### src/rtl/regfile_debug_responder.sv
// Debug-read responder: borrows regfile read port B on grant and returns the value over valid/ready.
// Build option: define REGFILE_DEBUG_COMPARE_EN to build the expected-value compare and error counter.
module regfile_debug_responder #(
  parameter int DATA_WIDTH     = 32,
  parameter int REG_ADDR_WIDTH = 5,
  parameter int ERR_CNT_WIDTH  = 16,
  parameter int TIMEOUT_CYCLES = 255
) (
  input  logic                      clock,
  input  logic                      reset,
  input  logic                      req_valid,
  output logic                      req_ready,
  input  logic [REG_ADDR_WIDTH-1:0] req_reg,
  input  logic                      req_check,
  input  logic [DATA_WIDTH-1:0]     req_expected,
  output logic                      rf_req,
  input  logic                      rf_grant,
  output logic [REG_ADDR_WIDTH-1:0] rf_addr,
  input  logic [DATA_WIDTH-1:0]     rf_data,
  output logic                      rsp_valid,
  input  logic                      rsp_ready,
  output logic [REG_ADDR_WIDTH-1:0] rsp_reg,
  output logic [DATA_WIDTH-1:0]     rsp_data,
  output logic                      rsp_match,
  output logic                      rsp_timeout,
  output logic [ERR_CNT_WIDTH-1:0]  error_count
);

  typedef enum logic [1:0] {IDLE, ARB, READ, RESP} state_t;

  state_t                    state;
  logic [15:0]               wait_cnt;
  logic [REG_ADDR_WIDTH-1:0] lat_reg;
  logic                      accept;
  logic                      zero_reg;
  logic                      timeout_hit;
  logic                      idle_match;
  logic                      read_match;

  assign accept      = (state == IDLE) && req_valid && req_ready;
  assign zero_reg    = (req_reg == '0);
  // A grant in the final wait cycle beats the timeout.
  assign timeout_hit = !rf_grant && (wait_cnt == 16'(TIMEOUT_CYCLES - 1));

`ifdef REGFILE_DEBUG_COMPARE_EN
  logic                     lat_check;
  logic [DATA_WIDTH-1:0]    lat_expected;
  logic                     err_event;
  logic [ERR_CNT_WIDTH-1:0] err_cnt;

  assign idle_match = !req_check || (req_expected == '0);
  assign read_match = !lat_check || (rf_data == lat_expected);

  always_comb begin
    // NOTE: default first so every path assigns err_event and no latch is inferred.
    err_event = 1'b0;
    case (state)
      IDLE:    err_event = accept && zero_reg && !idle_match;
      ARB:     err_event = (state == ARB) && timeout_hit && lat_check;
      READ:    err_event = !read_match;
      default: err_event = 1'b0;
    endcase
  end

  always_ff @(posedge clock) begin
    if (reset) begin
      lat_check    <= 1'b0;
      lat_expected <= '0;
    end else if (accept) begin
      lat_check    <= req_check;
      lat_expected <= req_expected;
    end
  end

  always_ff @(posedge clock) begin
    if (reset) begin
      err_cnt <= '0;
    end else if (err_event && (err_cnt != '1)) begin
      err_cnt <= err_cnt + ERR_CNT_WIDTH'(1);
    end
  end

  assign error_count = err_cnt;
`else
  logic unused_compare;
  assign unused_compare = req_check ^ (^req_expected);
  assign idle_match     = 1'b1;
  assign read_match     = 1'b1;
  assign error_count    = '0;
`endif

  always_ff @(posedge clock) begin
    if (reset) begin
      state       <= IDLE;
      req_ready   <= 1'b0;
      wait_cnt    <= '0;
      lat_reg     <= '0;
      rf_req      <= 1'b0;
      rf_addr     <= '0;
      rsp_valid   <= 1'b0;
      rsp_reg     <= '0;
      rsp_data    <= '0;
      rsp_match   <= 1'b0;
      rsp_timeout <= 1'b0;
    end else begin
      // NOTE: non-blocking throughout so every register updates from pre-edge values.
      case (state)
        IDLE: begin
          req_ready <= 1'b1;
          if (accept) begin
            req_ready <= 1'b0;
            lat_reg   <= req_reg;
            wait_cnt  <= '0;
            if (zero_reg) begin
              state       <= RESP;
              rsp_valid   <= 1'b1;
              rsp_reg     <= '0;
              rsp_data    <= '0;
              rsp_match   <= idle_match;
              rsp_timeout <= 1'b0;
            end else begin
              state   <= ARB;
              rf_req  <= 1'b1;
              rf_addr <= req_reg;
            end
          end
        end
        ARB: begin
          if (rf_grant) begin
            state   <= READ;
            rf_req  <= 1'b0;
            rf_addr <= '0;
          end else if (timeout_hit) begin
            state       <= RESP;
            rf_req      <= 1'b0;
            rf_addr     <= '0;
            rsp_valid   <= 1'b1;
            rsp_reg     <= lat_reg;
            rsp_data    <= '0;
            rsp_match   <= 1'b0;
            rsp_timeout <= 1'b1;
          end else begin
            wait_cnt <= wait_cnt + 16'd1;
          end
        end
        READ: begin
          state       <= RESP;
          rsp_valid   <= 1'b1;
          rsp_reg     <= lat_reg;
          rsp_data    <= rf_data;
          rsp_match   <= read_match;
          rsp_timeout <= 1'b0;
        end
        RESP: begin
          if (rsp_ready) begin
            state     <= IDLE;
            rsp_valid <= 1'b0;
            req_ready <= 1'b1;
          end
        end
        default: state <= IDLE;
      endcase
    end
  end

endmodule
### config.mk
export PLATFORM = sky130hd
export DESIGN_NAME = regfile_debug_responder
export DESIGN_NICKNAME = d
export VERILOG_FILES = /design/src/rtl/regfile_debug_responder.sv
export SDC_FILE = /design/constraint.sdc
export NUM_CORES = 1
export LEC_CHECK = 0
export CAP_MARGIN = 20
export CORE_ASPECT_RATIO = 0.7
export CORE_MARGIN = 8
export CORE_UTILIZATION = 43
export DETAILED_ROUTE_END_ITERATION = 8
export PLACE_DENSITY = 0.89
export SLEW_MARGIN = 10
export SYNTH_ARGS = -nofsm -noshare
export SYNTH_HDL_FRONTEND = slang
export SYNTH_SLANG_ARGS = --single-unit
### constraint.sdc
create_clock -name clock -period 2.2 [get_ports clock]
set_input_delay 0.44 -clock clock [delete_from_list [all_inputs] [get_ports clock]]
set_output_delay 0.44 -clock clock [all_outputs]
set_load 0.03 [all_outputs]
==> metrics.yaml <==
synth-seq-cells: 70
postCtsSetupBuffers: 0
htreeDepth: 3
num_antenna_cells: 0
instances_no_fill: 581
crit_chain: "clkdlybuf4s50_1 -> or4_4 -> o31ai_4 -> and2b_2 -> buf_12 -> nand4_1 -> o21ai_0"
synth-main-ff-cell: "dfxtp_1"
insertion_delay_ns: 0.33
finalInstanceArea_sq_um: 4534
min_period_ns: 2.064
maxSlewViolCount: 0
post_dp_cell_area_sq_um: 4330
io_buffers: 88
gr-max-usage-layer: "met2"
combinationalPowerShare_pct: 44.3
cts_sinks: 70
pwr-share-seq_pct: 32.7
intPower_w: 0.002780
synth.yosys.seq_area_share_pct: 43.04
slowest_delay_ns: 0.57
grt_use_total_pct: 17.13
gp_congestion: 0.8680
grt_max_degree: 59
slew-limit-headroom_pct: 62.72
regMostFlops: "rsp_data"
clk_pin_slew_ns: 0.08
firstDrtPassIters: 4
worst_slew_pin_slew_ns: 0.5567
dp.cells: 565
synth_cells: 378
fin_nets: 560
worstPathRequired_ns: 2.46
grt_first_pass_wirelength_mm: 14.99
crit_buf_inv: 2
synth_area_leaders: "dfxtp_1 43%, nand2b_1 7.5%, nand4_1 7.5%"
hp-class: "register to register"
drive_gt1_share_pct: 11.18
post-dp-hpwl_mm: 6.738
swShare_pct: 39.04
setup_violations: 0
max_freq_mhz: 484.6
final.period_utilization_pct: 93.80
max_cap_viol_count: 0
drc: 0
fillers: 658
drt_iter0_drc: 147
die_w_um: 120
yosys_warnings: 0
finalHoldViolations: 0
grt_pass1_vias: 3112
cts_buffer_depth: 2
worstSetupPathType: "input port to register"
synth_edf_count: 0
fp.dieArea_sq_um: 10660
rsz0062_at_grt: "false"
cts_tree: "yes"
start_util_pct: 44.48
p_leak_nw: 1.622
crit_fanout: 30
viasPerCell: 5.296
cp_slowest_cell: "or4_4"
cts.root.buffer_cell: "clkbuf_8"
p_per_area_nw_per_um2: 1006
use_met3_pct: 5.864
largest_reg_flops: 32
setup.worst_path.start_class: "input port"
antenna_found_initial: 0
synth_cell_types: 45
die_y_um: 88.80
syn_area_sq_um: 3256
synth.avg_cell_area_sq_um: 8.613
utilization_pct: 61.95
crit_arrival_ns: 2.32
yosysMostFrequentCell: "dfxtp_1"
vias: 3077
vdd_ir_drop_max_uv: 550.1
power.switching_w: 0.001780
synthArstFlopShare_pct: 0
ant_nets: 0
wire_per_inst_um: 15.98
cts-buffers-inserted: 9
yosys-top-cells-count: "70 x dfxtp_1, 46 x o21ai_0, 39 x nand2b_1, 39 x nand4_1, 21 x a21oi_1"
synth_top_area_cell: "dfxtp_1"
gr-total-overflow: 0
outcome: "finished, final reports clean"
design.core.area_sq_um: 7320
boundaryPins: 138
total_power_w: 0.004560
synth_top_area_share_pct: 43.04
worst_setup_path_end_kind: "register"
skew_ns: 0.008212
syn_to_final_growth_pct: 39.28
top_regs: "rsp_data: 32 flops, wait_cnt: 16 flops"
pwr-share-clk_pct: 23.0
use_met2_pct: 29.68
core.rowCount: 26
crit_family: "simple AND/OR/NAND/NOR gates"
use_met1_pct: 19.86
routed_wl_mm: 9.286
-- path summary, 6_finish.rpt --
kind,from,end,slack (ns),cells past startpoint
max,req_reg[0],rsp_data[27],0.14,7
min,rf_addr[0],rf_addr[0],0.46,2
max reg2reg,wait_cnt[1],rf_addr[4],0.17,6
min reg2reg,rf_addr[0],rf_addr[0],0.46,2
-- layout make-up --
type	instances	area (sq um)	area share [%]
repair buffers	116	1124	24.78
clock buffers	11	141.4	3.118
multi-input cells	276	1668	36.78
inverters	5	18.77	0.4139
clock inverters	5	58.81	1.297
well taps	98	122.6	2.704
flip-flops and latches	70	1401	30.90
-- power by group through the flow --
stage | registers, W | logic, W | clock network (W)
after detailed placement | 0.00152 | 0.00199 | 0
after global routing | 0.00151 | 0.00219 | 0.00114
final | 0.00149 | 0.00202 | 0.00105
after global placement | 0.00151 | 0.00194 | 0
after CTS | 0.00149 | 0.00200 | 0.00108
after floorplan | 0.00169 | 0.00103 | 0
-- worst register-to-register path: stages, from the launching register on --
cell and delay [ns]:
dfxtp_1 0.43, ha_1 0.19, and4b_1 0.19, nand4_2 0.20, a221o_1 0.44, or3b_1 0.37, a21oi_1 0.14
-- timing repair --
action                     4_1_cts  5_1_grt
resized for setup                0        2
hold buffers                     0        0
setup endpoints to repair        0        7
hold endpoints to repair         0        0
-- layout by cell type (no fill, tap or decap), types with 3 or more instances in the layout --
| master | instances |
|---|---|
| nand2_1 | 17 |
| nor2b_1 | 3 |
| or3_1 | 10 |
| ha_1 | 6 |
| dfxtp_1 | 70 |
| o21ai_0 | 46 |
| o21ai_1 | 3 |
| clkdlybuf4s50_1 | 88 |
| a21oi_1 | 21 |
| xor2_1 | 4 |
| nand2b_1 | 39 |
| nand3_1 | 8 |
| and3_1 | 4 |
| buf_4 | 25 |
| nand3b_1 | 4 |
| mux2i_1 | 8 |
| conb_1 | 16 |
| nor2_1 | 19 |
| nand4_1 | 39 |
| inv_1 | 5 |
| clkbuf_8 | 10 |
-- metal layers --
layer,vias to the layer above,part of all wire (%)
li1,1510,-
met1,1476,44
met2,83,48
met3,8,6.7
met4,0,0.97
met5,-,0
-- stage by stage --
| step | TNS [ns] | setup slack (ns) | hold slack, ns |
|---|---|---|---|
| 6_report | 0 | 0.1363 | 0.4591 |
| 5_1_grt | 0 | 0.05680 | 0.4893 |
| 4_1_cts | 0 | 0.09939 | 0.4627 |
| 3_5_place_dp | -9.171 | -0.2553 | 0.4518 |
| 3_3_place_gp | -7.724 | -0.2141 | 0.4439 |
| 2_1_floorplan | 0 | 0.2569 | 0.4389 |
-- cell families after synthesis --
group | count (synthesis) | synth area share, %
xor+xnor | 4 | 1.076
other cells | 1 | 0.1152
compound gates | 83 | 14.53
simple gates | 158 | 28.32
fa+ha+maj | 7 | 2.690
flops | 70 | 43.04
buf+inv | 47 | 7.763
mux | 8 | 2.460
(Power assumes the default switching activity.)
